## config.mk

```make
export PLATFORM = sky130hd
export DESIGN_NAME = mesh_out_port_arbiter
export DESIGN_NICKNAME = d
export VERILOG_FILES = /design/src/rtl/mesh_out_port_arbiter.sv
export SDC_FILE = /design/constraint.sdc
export NUM_CORES = 1
export LEC_CHECK = 0
export CAP_MARGIN = 0
export CORE_MARGIN = 3
export CORE_UTILIZATION = 41
export DETAILED_ROUTE_END_ITERATION = 8
export PLACE_DENSITY = 0.82
export SLEW_MARGIN = 20
export SYNTH_ARGS = -nofsm -noshare
export SYNTH_HDL_FRONTEND = slang
export SYNTH_SLANG_ARGS = --single-unit
```

## constraint.sdc

```tcl
create_clock -name clk -period 5.9 [get_ports clk]
set_input_delay 0.885 -clock clk [delete_from_list [all_inputs] [get_ports clk]]
set_output_delay 0.885 -clock clk [all_outputs]
set_load 0.01 [all_outputs]
```

## src/rtl/mesh_out_port_arbiter.sv

```systemverilog
// Round-robin arbiter for one mesh router output port: grants one single-word
// packet at a time, pops the winning input FIFO and pushes the word downstream.
module mesh_out_port_arbiter #(
    parameter int pckg_sz = 40,
    parameter int N_IN    = 5,
    parameter int CNT_W   = 16,
    localparam int PTR_W  = $clog2(N_IN)
) (
    input  logic                    clk,
    input  logic                    reset,
    input  logic [N_IN-1:0]         req,
    input  logic [N_IN*pckg_sz-1:0] data_in,
    input  logic                    full_out,
    output logic [N_IN-1:0]         pop,
    output logic                    push_out,
    output logic [pckg_sz-1:0]      data_out,
    output logic [PTR_W-1:0]        gnt_id,
    output logic                    busy,
    output logic [CNT_W-1:0]        pkt_cnt
);

    typedef enum logic {IDLE, XFER} state_t;

    state_t              state, state_nxt;
    logic [PTR_W-1:0]    rr_ptr, rr_ptr_nxt;
    logic [PTR_W-1:0]    win_idx;
    logic [PTR_W:0]      scan_idx;
    logic                win_found;
    logic [pckg_sz-1:0]  win_data;

    logic [N_IN-1:0]     pop_nxt;
    logic                push_nxt;
    logic                busy_nxt;
    logic [pckg_sz-1:0]  data_nxt;
    logic [PTR_W-1:0]    gnt_nxt;
    logic [CNT_W-1:0]    cnt_nxt;

    // Rotating priority scan: first requester at or after rr_ptr, modulo N_IN.
    // NOTE: combinational blocks use blocking (=) assignments so later statements see earlier results.
    always_comb begin
        win_found = 1'b0;
        win_idx   = '0;
        scan_idx  = '0;
        for (int k = 0; k < N_IN; k++) begin
            scan_idx = {1'b0, rr_ptr} + (PTR_W+1)'(k);
            if (scan_idx >= (PTR_W+1)'(N_IN))
                scan_idx = scan_idx - (PTR_W+1)'(N_IN);
            if (!win_found && req[scan_idx[PTR_W-1:0]]) begin
                win_found = 1'b1;
                win_idx   = scan_idx[PTR_W-1:0];
            end
        end
    end

    always_comb begin
        win_data = '0;
        for (int i = 0; i < N_IN; i++) begin
            if (win_idx == PTR_W'(i))
                win_data = data_in[i*pckg_sz +: pckg_sz];
        end
    end

    // NOTE: every output of this block gets a default first, so no path can infer a latch.
    always_comb begin
        state_nxt  = state;
        rr_ptr_nxt = rr_ptr;
        pop_nxt    = '0;
        push_nxt   = 1'b0;
        busy_nxt   = 1'b0;
        data_nxt   = data_out;
        gnt_nxt    = gnt_id;
        cnt_nxt    = pkt_cnt;

        case (state)
            IDLE: begin
                if (win_found && !full_out) begin
                    pop_nxt          = '0;
                    pop_nxt[win_idx] = 1'b1;
                    push_nxt         = 1'b1;
                    busy_nxt         = 1'b1;
                    data_nxt         = win_data;
                    gnt_nxt          = win_idx;
                    cnt_nxt          = pkt_cnt + 1'b1;
                    rr_ptr_nxt       = (win_idx == PTR_W'(N_IN-1)) ? '0 : win_idx + 1'b1;
                    state_nxt        = XFER;
                end
            end
            // The input's pndng flag is stale until the pop lands, so req is not looked at here.
            XFER: state_nxt = IDLE;
            default: state_nxt = IDLE;
        endcase
    end

    // NOTE: sequential state uses non-blocking (<=) so all registers update from pre-edge values.
    always_ff @(posedge clk) begin
        if (reset) begin
            state    <= IDLE;
            rr_ptr   <= '0;
            pop      <= '0;
            push_out <= 1'b0;
            busy     <= 1'b0;
            data_out <= '0;
            gnt_id   <= '0;
            pkt_cnt  <= '0;
        end else begin
            state    <= state_nxt;
            rr_ptr   <= rr_ptr_nxt;
            pop      <= pop_nxt;
            push_out <= push_nxt;
            busy     <= busy_nxt;
            data_out <= data_nxt;
            gnt_id   <= gnt_nxt;
            pkt_cnt  <= cnt_nxt;
        end
    end

endmodule

```

==> metrics <==
Internal 2170 uW; most common cell after layout, fill and taps aside clkdlybuf4s50_1; DRT iter0 DRCs 580; Sum Neg Setup Slack 0 ns; XOR/XNOR Fraction of Synth Area 3.11%; vias in the first global route 6106; maximum fanout along the worst path 14; via count 6370; register area share after synthesis 25.5%; pwr/cell area 476 nW/um^2; Clock Skews 0.0104 ns; GRT overflow 0; port bufs 273; Synth Instances 692; Final period util 84.9%; total power 4090 uW; Final #Nets 1157; Core Region 12700 um^2; leakage 0.00329 uW; Post-Route WL 21900 um; Psw 1920 uW; critical path's top delay family compound AO/OA/AOI/OAI gates; total track usage 29.3%; run status finished clean; cts repair resizes 0; mux share of post-synthesis cell area 9.71%; switch share 46.9%; Final Cell Area 8590 um^2; Final setup viols 0; Warnings, synthesis 0; Clock power frac 14.7%; number of synthesized register bits 68; largest net degree at the start of global routing 52; final count of pins violating max slew 0; Max stage delay on crit path 0.54 ns; Die X 120 um; metal3 WL 1810 um; first-pass GRT wire length 33500 um; CTS Hold Buffers Added 0; DRC viols 0; die area 14500 um^2; Initial Util 42.2%; critical path cell sequence buf_4 > ha_1 > inv_1 > fa_1 > or2_1 > mux4_2 > o32ai_2 > nand4bb_4 > inv_1 > a32oi_1 > ha_1 > o31ai_2 > a21oi_4 > buf_4 > mux2i_1 > a221o_1; WL/cell 19.7 um; Syn Nets 915; GPL Wtd Cong 0.971; register share of total power 14.6%; Clock transition at path regs 0.06 ns; Synth Area in Simple Gates 21.6%; detail-routed via count per cell 5.73; Synth Area in Compound Gates 27.3%; H-Tree Depth 3; relative slew slack 36.8%; num rows 41; type of the worst min-delay path flop to flop; Synth Area in Adders 3.65%; Buf/Inv on CP 4; fmax 0.200 GHz; Post-CTS Setup Bufs 0; highest metal used met4; critical path arrival 5.23 ns; min Tclk post-route 5.01 ns; crit start category flop; CTS tree done; share of synthesized registers carrying an async set or reset 0%; Netlist cell types 70; wire length on met2 10900 um; R2R depth 16; antenna violations before repair 0; # IOs 274; Comb power frac 70.7%; drt pass-1 iters 5; hpwl dp 16800 um; maximum vdd drop 267 uV; Slowest-stage cell, CP a21oi_4; R2R setup slack 0.89 ns; syn avg cell area 7.73 um^2; MaxCap Viol Count 0; antenna-violating nets left 0; Slew @ Worst Pin 0.946 ns; most frequent cells in the layout clkdlybuf4s50_1, nor2_1, dfxtp_1, nand2_1, inv_1; WS Path Type flop to flop; Syn Std Cell Area 5350 um^2; Post-DP Area 8250 um^2; post-layout util 67.8%; Max clock buf depth 2; R2R Path End data_out[5]; Post-synth EDFFs 0; r2r startpoint rr_ptr[1]; largest family of logic cells by synthesized area compound AO/OA/AOI/OAI gates; CTS Buf Count 9; WHS Path Cells 1; RSZ-0062 raised after global routing no; # diodes 0; Die Span Y 120 um; Hold Path Origin gnt_id[2]; share of layout cells above drive strength 1 6.60%; clk sinks 68; Clk Latency, worst-skew pair 0.33 ns; routed metal-1 wirelength 8320 um; Critical Path End Type flop; Required @ worst endpoint 6.12 ns; root buffer cell clkbuf_16; Hold Path Sink gnt_id[2]; Hold Violations, Final 0; most used flip-flop cell after synthesis dfxtp_1; area grow syn2layout 60.5%
==> cell families (layout without fill, tap and decap cells) <==
| group | after synthesis | in the layout |
|---|---|---|
| XOR/XNOR | 19 | 19 |
| AO/OA/AOI/OAI | 194 | 194 |
| flip-flops | 68 | 68 |
| AND/OR/NAND/NOR | 231 | 231 |
| adder cells (fa/ha/maj) | 15 | 15 |
| multiplexers | 49 | 49 |
| buffers and inverters | 116 | 363 |
==> sequential cells by signal (all words and copies together) (netlist names) <==
register and count:
data_out 40, pkt_cnt 16, pop 5, gnt_id 3
rr_ptr 3, busy 1
==> cell usage after synthesis, types with 7 or more instances <==
library cell / n / area, um^2
and3_1: 8 / 50.1
nor3_1: 13 / 65.1
nand2_1: 59 / 221
nor2_1: 71 / 267
buf_2: 15 / 75.1
nor4_1: 40 / 250
a22oi_1: 41 / 308
a221o_1: 39 / 390
xnor2_1: 12 / 105
dfxtp_1: 68 / 1360
xor2_1: 7 / 61.3
mux2i_1: 44 / 440
clkbuf_1: 37 / 139
ha_1: 14 / 175
inv_1: 53 / 199
a21oi_1: 52 / 260
o21ai_0: 10 / 50.1
==> metrics by stage <==
stage               std cells  hold WS [ns]  setup slack [ns]
CTS                      1111         0.468             0.934
global placement         1095         0.439             0.999
global route             1111         0.494             0.643
floorplan                 692         0.497             0.827
finish                   1111         0.465             0.891
detailed placement       1095         0.455             0.938
==> worst max-delay path by stage <==
stage	from	to	slack, ns	cells after the start
2_1_floorplan	rr_ptr[0]	data_out[29]	0.83	23
3_3_place_gp	rr_ptr[1]	data_out[5]	1.0	16
3_5_place_dp	rr_ptr[1]	data_out[5]	0.94	16
4_1_cts	rr_ptr[1]	data_out[5]	0.93	16
5_1_grt	rr_ptr[1]	data_out[27]	0.64	16
6_report	rr_ptr[1]	data_out[5]	0.89	16
==> power by group through the flow <==
stage	Sequential, uW	Clock (uW)	Combinational [uW]
after floorplan	627	0	1940
after global placement	603	0	2820
after detailed placement	604	0	2850
after CTS	596	606	2860
after global routing	605	629	3190
final	597	602	2890
==> metal layers <==
layer | up-vias | global-route usage, %
met5 | - | 0
li1 | 3024 | -
met3 | 49 | 7.39
met4 | 0 | 11.9
met2 | 310 | 49.5
met1 | 2987 | 35.7
==> layout make-up <==
class,instances,area (um^2)
fill,1057,4090
timing repair buffer,293,2950
clock inverter,6,95.1
sequential,68,1360
tap,172,215
inverter,54,205
clock buffer,10,239
multi-input combinational,508,3520
Power figures use the tool's default switching activity.
